===== config.mk =====
export PLATFORM = sky130hd
export DESIGN_NAME = ascii_field2bin
export DESIGN_NICKNAME = d
export VERILOG_FILES = /design/src/rtl/nmea_pkg.sv /design/src/rtl/ascii_digit_decode.sv /design/src/rtl/ascii_field2bin.sv
export SDC_FILE = /design/constraint.sdc
export NUM_CORES = 1
export LEC_CHECK = 0
export ABC_AREA = 1
export CORE_ASPECT_RATIO = 1.4
export CORE_MARGIN = 2
export CORE_UTILIZATION = 55
export CTS_CLUSTER_SIZE = 16
export DETAILED_ROUTE_END_ITERATION = 16
export PLACE_DENSITY_LB_ADDON = 0.2
export RECOVER_POWER = 25
export SLEW_MARGIN = 40
export SYNTH_ARGS = -nofsm -noshare
export SYNTH_HDL_FRONTEND = slang
export SYNTH_SLANG_ARGS = --single-unit

===== constraint.sdc =====
create_clock -name clk -period 6 [get_ports clk]
set_clock_uncertainty 0.2 [all_clocks]
set_input_delay 0.6 -clock clk [delete_from_list [all_inputs] [get_ports clk]]
set_output_delay 0.6 -clock clk [all_outputs]
set_load 0.005 [all_outputs]

===== src/rtl/nmea_pkg.sv =====
// Shared NMEA character constants and the field-parser state type.
// Used by ascii_digit_decode and ascii_field2bin.
package nmea_pkg;

    // ASCII codes used when parsing NMEA fields.
    localparam logic [7:0] ZERO   = 8'h30;
    localparam logic [7:0] NINE   = 8'h39;
    localparam logic [7:0] COMMA  = 8'h2C;
    localparam logic [7:0] STAR   = 8'h2A;
    localparam logic [7:0] CR     = 8'h0D;
    localparam logic [7:0] MINUS  = 8'h2D;
    localparam logic [7:0] DOLLAR = 8'h24;

    // EMPTY: no digits yet, ACCUM: at least one digit, BAD: error latched until a terminator.
    typedef enum logic [1:0] {
        ST_EMPTY = 2'd0,
        ST_ACCUM = 2'd1,
        ST_BAD   = 2'd2
    } field_state_t;

    // True for the characters '0'..'9'.
    function automatic logic is_dec_digit(input logic [7:0] ch);
        return (ch >= ZERO) && (ch <= NINE);
    endfunction

endpackage


===== src/rtl/ascii_digit_decode.sv =====
// Combinational character classifier: the binary value of a decimal digit,
// plus flags telling whether the character is a digit or a field terminator.
module ascii_digit_decode
    import nmea_pkg::*;
#(
    parameter logic [7:0] DELIM = COMMA
) (
    input  logic [7:0] ch,
    output logic [3:0] value,
    output logic       is_digit,
    output logic       is_term
);

    // Classify one character; digit value is forced to 0 for non-digits.
    always_comb begin
        is_digit = is_dec_digit(ch);
        is_term  = (ch == DELIM) || (ch == STAR) || (ch == CR);
        value    = is_digit ? ch[3:0] : 4'd0;
    end

endmodule


===== src/rtl/ascii_field2bin.sv =====
// ASCII decimal field to binary converter for NMEA-style character streams.
// Digits are accumulated in Horner form (acc*10 + digit); a terminator
// (DELIM, '*' or CR) reports the field with a one-cycle dout_valid strobe.
// Optional build macro: ASCII_FIELD_SIGN_EN adds a leading '-' sign and a
// two's complement dout one bit wider than the unsigned build.
module ascii_field2bin
    import nmea_pkg::*;
#(
    parameter int         MAX_DIGITS = 6,
    parameter logic [7:0] DELIM      = COMMA,
    localparam int        ACC_W      = $clog2(10**MAX_DIGITS),
`ifdef ASCII_FIELD_SIGN_EN
    localparam int        DOUT_W     = ACC_W + 1,
`else
    localparam int        DOUT_W     = ACC_W,
`endif
    localparam int        CNT_W      = $clog2(MAX_DIGITS + 1)
) (
    input  logic              clk,
    input  logic              rst,
    input  logic [7:0]        ascii_in,
    input  logic              din_valid,
    input  logic              abort,
    output logic [DOUT_W-1:0] dout,
    output logic              dout_valid,
    output logic [CNT_W-1:0]  digit_cnt,
    output logic              err
);

    field_state_t      state_q, state_d;
    logic [ACC_W-1:0]  acc_q, acc_d;
    logic [CNT_W-1:0]  cnt_q, cnt_d;
    logic [DOUT_W-1:0] dout_d;
    logic [CNT_W-1:0]  digit_cnt_d;
    logic              err_d;
    logic              dout_valid_d;

    logic [3:0]        dig_val;
    logic              is_digit;
    logic              is_term;
    logic              full;
    logic              sign_ok;
    logic              lone_minus;
    logic [DOUT_W-1:0] field_value;

`ifdef ASCII_FIELD_SIGN_EN
    logic              neg_q, neg_d;
`endif

    ascii_digit_decode #(
        .DELIM (DELIM)
    ) u_decode (
        .ch       (ascii_in),
        .value    (dig_val),
        .is_digit (is_digit),
        .is_term  (is_term)
    );

    // Field value, sign acceptance and lone-sign detection for the current build.
    always_comb begin
        full = (cnt_q == CNT_W'(MAX_DIGITS));
`ifdef ASCII_FIELD_SIGN_EN
        // A sign is only legal as the very first character of a field.
        sign_ok     = (ascii_in == MINUS) && (state_q == ST_EMPTY) && !neg_q;
        lone_minus  = neg_q && (state_q == ST_EMPTY);
        field_value = neg_q ? (DOUT_W'(0) - {1'b0, acc_q}) : {1'b0, acc_q};
`else
        sign_ok     = 1'b0;
        lone_minus  = 1'b0;
        field_value = acc_q;
`endif
    end

    // Next-state, accumulator and report logic.
    always_comb begin
        // NOTE: every variable gets a default first so no path leaves one unassigned, which would infer a latch.
        state_d      = state_q;
        acc_d        = acc_q;
        cnt_d        = cnt_q;
        dout_d       = dout;
        digit_cnt_d  = digit_cnt;
        err_d        = err;
        dout_valid_d = 1'b0;
`ifdef ASCII_FIELD_SIGN_EN
        neg_d        = neg_q;
`endif

        if (abort) begin
            // Discard the field silently; abort wins over a simultaneous character.
            state_d = ST_EMPTY;
            acc_d   = '0;
            cnt_d   = '0;
`ifdef ASCII_FIELD_SIGN_EN
            neg_d   = 1'b0;
`endif
        end else if (din_valid) begin
            if (is_term) begin
                // Report the field and start a fresh one on the same edge.
                dout_valid_d = 1'b1;
                dout_d       = field_value;
                digit_cnt_d  = cnt_q;
                err_d        = (state_q == ST_BAD) || lone_minus;
                state_d      = ST_EMPTY;
                acc_d        = '0;
                cnt_d        = '0;
`ifdef ASCII_FIELD_SIGN_EN
                neg_d        = 1'b0;
`endif
            end else begin
                unique case (state_q)
                    ST_EMPTY, ST_ACCUM: begin
                        if (is_digit) begin
                            if (full) begin
                                // One digit too many: freeze the accumulator and flag the field.
                                state_d = ST_BAD;
                            end else begin
                                // Exact: with fewer than MAX_DIGITS digits, acc*10+9 < 10**MAX_DIGITS.
                                acc_d   = (acc_q * ACC_W'(10)) + ACC_W'(dig_val);
                                cnt_d   = cnt_q + CNT_W'(1);
                                state_d = ST_ACCUM;
                            end
                        end else if (sign_ok) begin
`ifdef ASCII_FIELD_SIGN_EN
                            neg_d = 1'b1;
`endif
                        end else begin
                            state_d = ST_BAD;
                        end
                    end
                    ST_BAD: begin
                        // Everything but a terminator is ignored once the field is bad.
                        state_d = ST_BAD;
                    end
                    default: begin
                        state_d = ST_EMPTY;
                    end
                endcase
            end
        end
    end

    // Parser state, accumulator and registered outputs.
    always_ff @(posedge clk or posedge rst) begin
        if (rst) begin
            state_q    <= ST_EMPTY;
            acc_q      <= '0;
            cnt_q      <= '0;
            dout       <= '0;
            digit_cnt  <= '0;
            err        <= 1'b0;
            dout_valid <= 1'b0;
        end else begin
            // NOTE: non-blocking assignments so every register samples the pre-edge values of the others.
            state_q    <= state_d;
            acc_q      <= acc_d;
            cnt_q      <= cnt_d;
            dout       <= dout_d;
            digit_cnt  <= digit_cnt_d;
            err        <= err_d;
            dout_valid <= dout_valid_d;
        end
    end

`ifdef ASCII_FIELD_SIGN_EN
    // Negative-sign flag for the field in progress.
    always_ff @(posedge clk or posedge rst) begin
        if (rst) begin
            neg_q <= 1'b0;
        end else begin
            neg_q <= neg_d;
        end
    end
`endif

endmodule


==> metrics <==
crit path time final 3.23 ns; Worst Hold Slack 0.292 ns; number of port buffers 36; Post-CTS Hold Fix Bufs 0; Yosys warning count 0; maximum vdd drop 0.158 mV; die height 101 um; Antenna Diode Count 0; Synth Area in Compound Gates 0.0711; synthesized flop and latch total 50; mux contribution to synthesized area 0.0670; Worst slew margin -0.424; crit start category primary input; Num Clock Sinks 50; fmax 0.310 GHz; cell mode on critical path nand2_1; Final ANT Viol Nets 0; Slowest cell on crit path clkdlybuf4s50_1; H-tree depth 2; Post-Synth XOR/XNOR Area 0.0118; Clock Path Buffers 2; Hold Startpoint dout[7]$_DFFE_PP0P_; vias in the first global route 3219; sequential fraction of the synthesis area 0.339; fin. max-slew vios 51; Crit Path Max Fanout 3; vias per cell 5.45; worst slew pin tran 2.12 ns; DP HPWL 6720 um; clock latency on the worst-skew pair 0.30 ns; gp weighted congestion 0.872; Area Overhead vs Synth 13.9%; I/O pin count 37; antenna violations before repair 0; FP Rows 35; failing checks capacitance limit, slew limit; drt initial violations 183; worst hold path class reg -> reg; worst-path cell chain clkdlybuf4s50_1 -> nor2_1 -> nand3_1 -> nor2_1 -> inv_1 -> nor2_1 -> ha_1 -> fa_1 -> nand2_1 -> nand2_1 -> nand3_1 -> nor2_2 -> nand2_1 -> nor2_2 -> nand2_2 -> nor2_4 -> nand2_1 -> nor2_2 -> nand3_1 -> nand3_1 -> nand2_1; ratio of cells with drive above 1 in the final layout 0.0709; Post CTS Setup Buffer Count 0; DR WL/cell 14.2 um; Tcrit/Tclk final 0.538; critical path capture point type flip-flop; initial core utilization 0.566; Critical Path Max Stage Delay 0.43 ns; power density cells 149 mW/mm^2; setup TNS 0 ns; grt ovf 0; largest net degree at the start of global routing 51; CTS tree done; Final Hold Fails 0; WP data arrival 3.22 ns; post-CTS sizing 0; final layout net count 571; Die X 73.3 um; cell count after synthesis 484; Post-Synth Adder-Cell Area 0.133; via count 3251; Worst Setup SP ascii_in[7]; P_leak 2.32 nW; fillers 567; TritonCTS Buffers 5; simple-gate share of the synthesized area 0.307; prevailing post-synth register cell dfrtp_1; Critical Path RT 6.00 ns; mapped cell area 0.00370 mm^2; asr flop ratio synth 1.00; drt drc 0; Netlist cell types 37; RSZ-0062 raised after global routing false; Core ar. 0.00653 mm^2; Setup Crit Path Kind in -> reg; WL final 8470 um; gr usage total 0.250; root buf cell clkbuf_8; largest family of logic cells by synthesized area simple AND/OR/NAND/NOR gates; first-pass GRT wire length 14400 um; RR Startpoint acc_q[1]$_DFFE_PP0P_; average cell area after synthesis 7.64 um^2; Syn Nets 534; Util after Layout 0.645; outcome finished with violations; Worst-path clk slew 0.10 ns; die area 0.00740 mm^2; Max Cap Viol 1; EDFF count, synth 0; First-pass DRT Iterations 5; final setup fails 0
## cells in the final DEF (no fill, tap or decap), types with 2 or more instances in the layout
| master | synthesis | final |
|---|---|---|
| a21oi_1 | 16 | 16 |
| inv_1 | 56 | 55 |
| nand2_1 | 157 | 157 |
| a31oi_1 | 2 | 2 |
| fa_1 | 2 | 2 |
| mux2_2 | 6 | 6 |
| nor2_1 | 32 | 32 |
| dfrtp_1 | 50 | 50 |
| xnor2_1 | 3 | 3 |
| nand2_2 | 8 | 8 |
| clkbuf_8 | 1 | 5 |
| or2_0 | 2 | 2 |
| xor2_1 | 2 | 2 |
| o21a_1 | 3 | 3 |
| o21ai_1 | 3 | 3 |
| nand3b_1 | 2 | 2 |
| mux2_1 | 16 | 16 |
| ha_1 | 36 | 36 |
| nand3_1 | 43 | 43 |
| a22o_1 | 2 | 2 |
| nor2_2 | 8 | 8 |
| clkdlybuf4s50_1 | 0 | 35 |
| o21ai_0 | 17 | 17 |
## cell families (layout without fill, tap and decap cells)
family,after synthesis,after routing
AND/OR/NAND/NOR,260,260
flip-flops,50,50
multiplexers,22,22
buffers and inverters,62,100
adder cells (fa/ha/maj),38,38
AO/OA/AOI/OAI,47,47
XOR/XNOR,5,5
## sequential cells by signal, summed over array words and instances (netlist names)
name and flops:
acc_q 20, cnt_q 3, digit_cnt 3, dout 20, dout_valid 1, err 1
state_q 2
## stage by stage
step	setup WS [ns]	total power [mW]	std cells	cell area, um^2
6_report	2.77	0.630	596	4210
5_1_grt	2.39	0.655	596	4210
4_1_cts	2.78	0.634	596	4210
3_5_place_dp	2.49	0.390	588	4100
3_3_place_gp	2.55	0.389	588	4090
2_1_floorplan	3.23	0.373	484	3700
## routing by layer
layer | vias to the layer above | global-route usage | share of wire
met1 | 1529 | 0.279 | 0.40
met2 | 57 | 0.473 | 0.55
met5 | - | 0 | 0
li1 | 1649 | - | -
met4 | 0 | 0.0855 | 0.021
met3 | 16 | 0.0310 | 0.032
## cell usage after synthesis, drive strengths merged, types with 3 or more instances
| master | number | share of area |
|---|---|---|
| a21oi | 16 | 0.022 |
| buf | 4 | 0.010 |
| dfrtp | 50 | 0.34 |
| ha | 36 | 0.12 |
| inv | 56 | 0.057 |
| mux2 | 22 | 0.067 |
| nand2 | 165 | 0.17 |
| nand3 | 44 | 0.061 |
| nor2 | 42 | 0.055 |
| o21a | 3 | 0.0061 |
| o21ai | 20 | 0.027 |
| or2 | 4 | 0.0074 |
| xnor2 | 3 | 0.0071 |
## path summary, 6_finish.rpt
kind / slack (ns) / cells after the start / endpoint
min in group asynchronous: 1.09 / 2 / dout[16]$_DFFE_PP0P_
setup / recovery: 2.77 / 21 / acc_q[19]$_DFFE_PP0P_
hold reg to reg: 0.29 / 1 / dout[7]$_DFFE_PP0P_
max in group asynchronous: 3.53 / 2 / dout[4]$_DFFE_PP0P_
setup reg to reg: 2.84 / 16 / acc_q[18]$_DFFE_PP0P_
hold / removal: 0.29 / 1 / dout[7]$_DFFE_PP0P_
## power breakdown
part | leakage [nW] | internal (mW) | total [mW] | switching (mW)
combinational | 1.57 | 0.0151 | 0.0375 | 0.0223
sequential | 0.696 | 0.342 | 0.345 | 0.00288
clock | 0.0563 | 0.127 | 0.247 | 0.120
## cell type report
cell class	count	area (um^2)	share of cell area
Sequential cell	50	1250	0.297
Inverter	56	211	0.0502
Clock inverter	3	48.8	0.0116
Tap cell	74	92.6	0.0220
Clock buffer	5	68.8	0.0163
Multi-Input combinational cell	372	2180	0.517
Timing Repair Buffer	36	360	0.0856
## critical path, delay by kind of cell
family                     cells  cell delay, ns
adders and majority gates      2            0.47
buffers and inverters          2            0.51
and+or+nand+nor               17            1.65
Power figures use the tool's default switching activity.
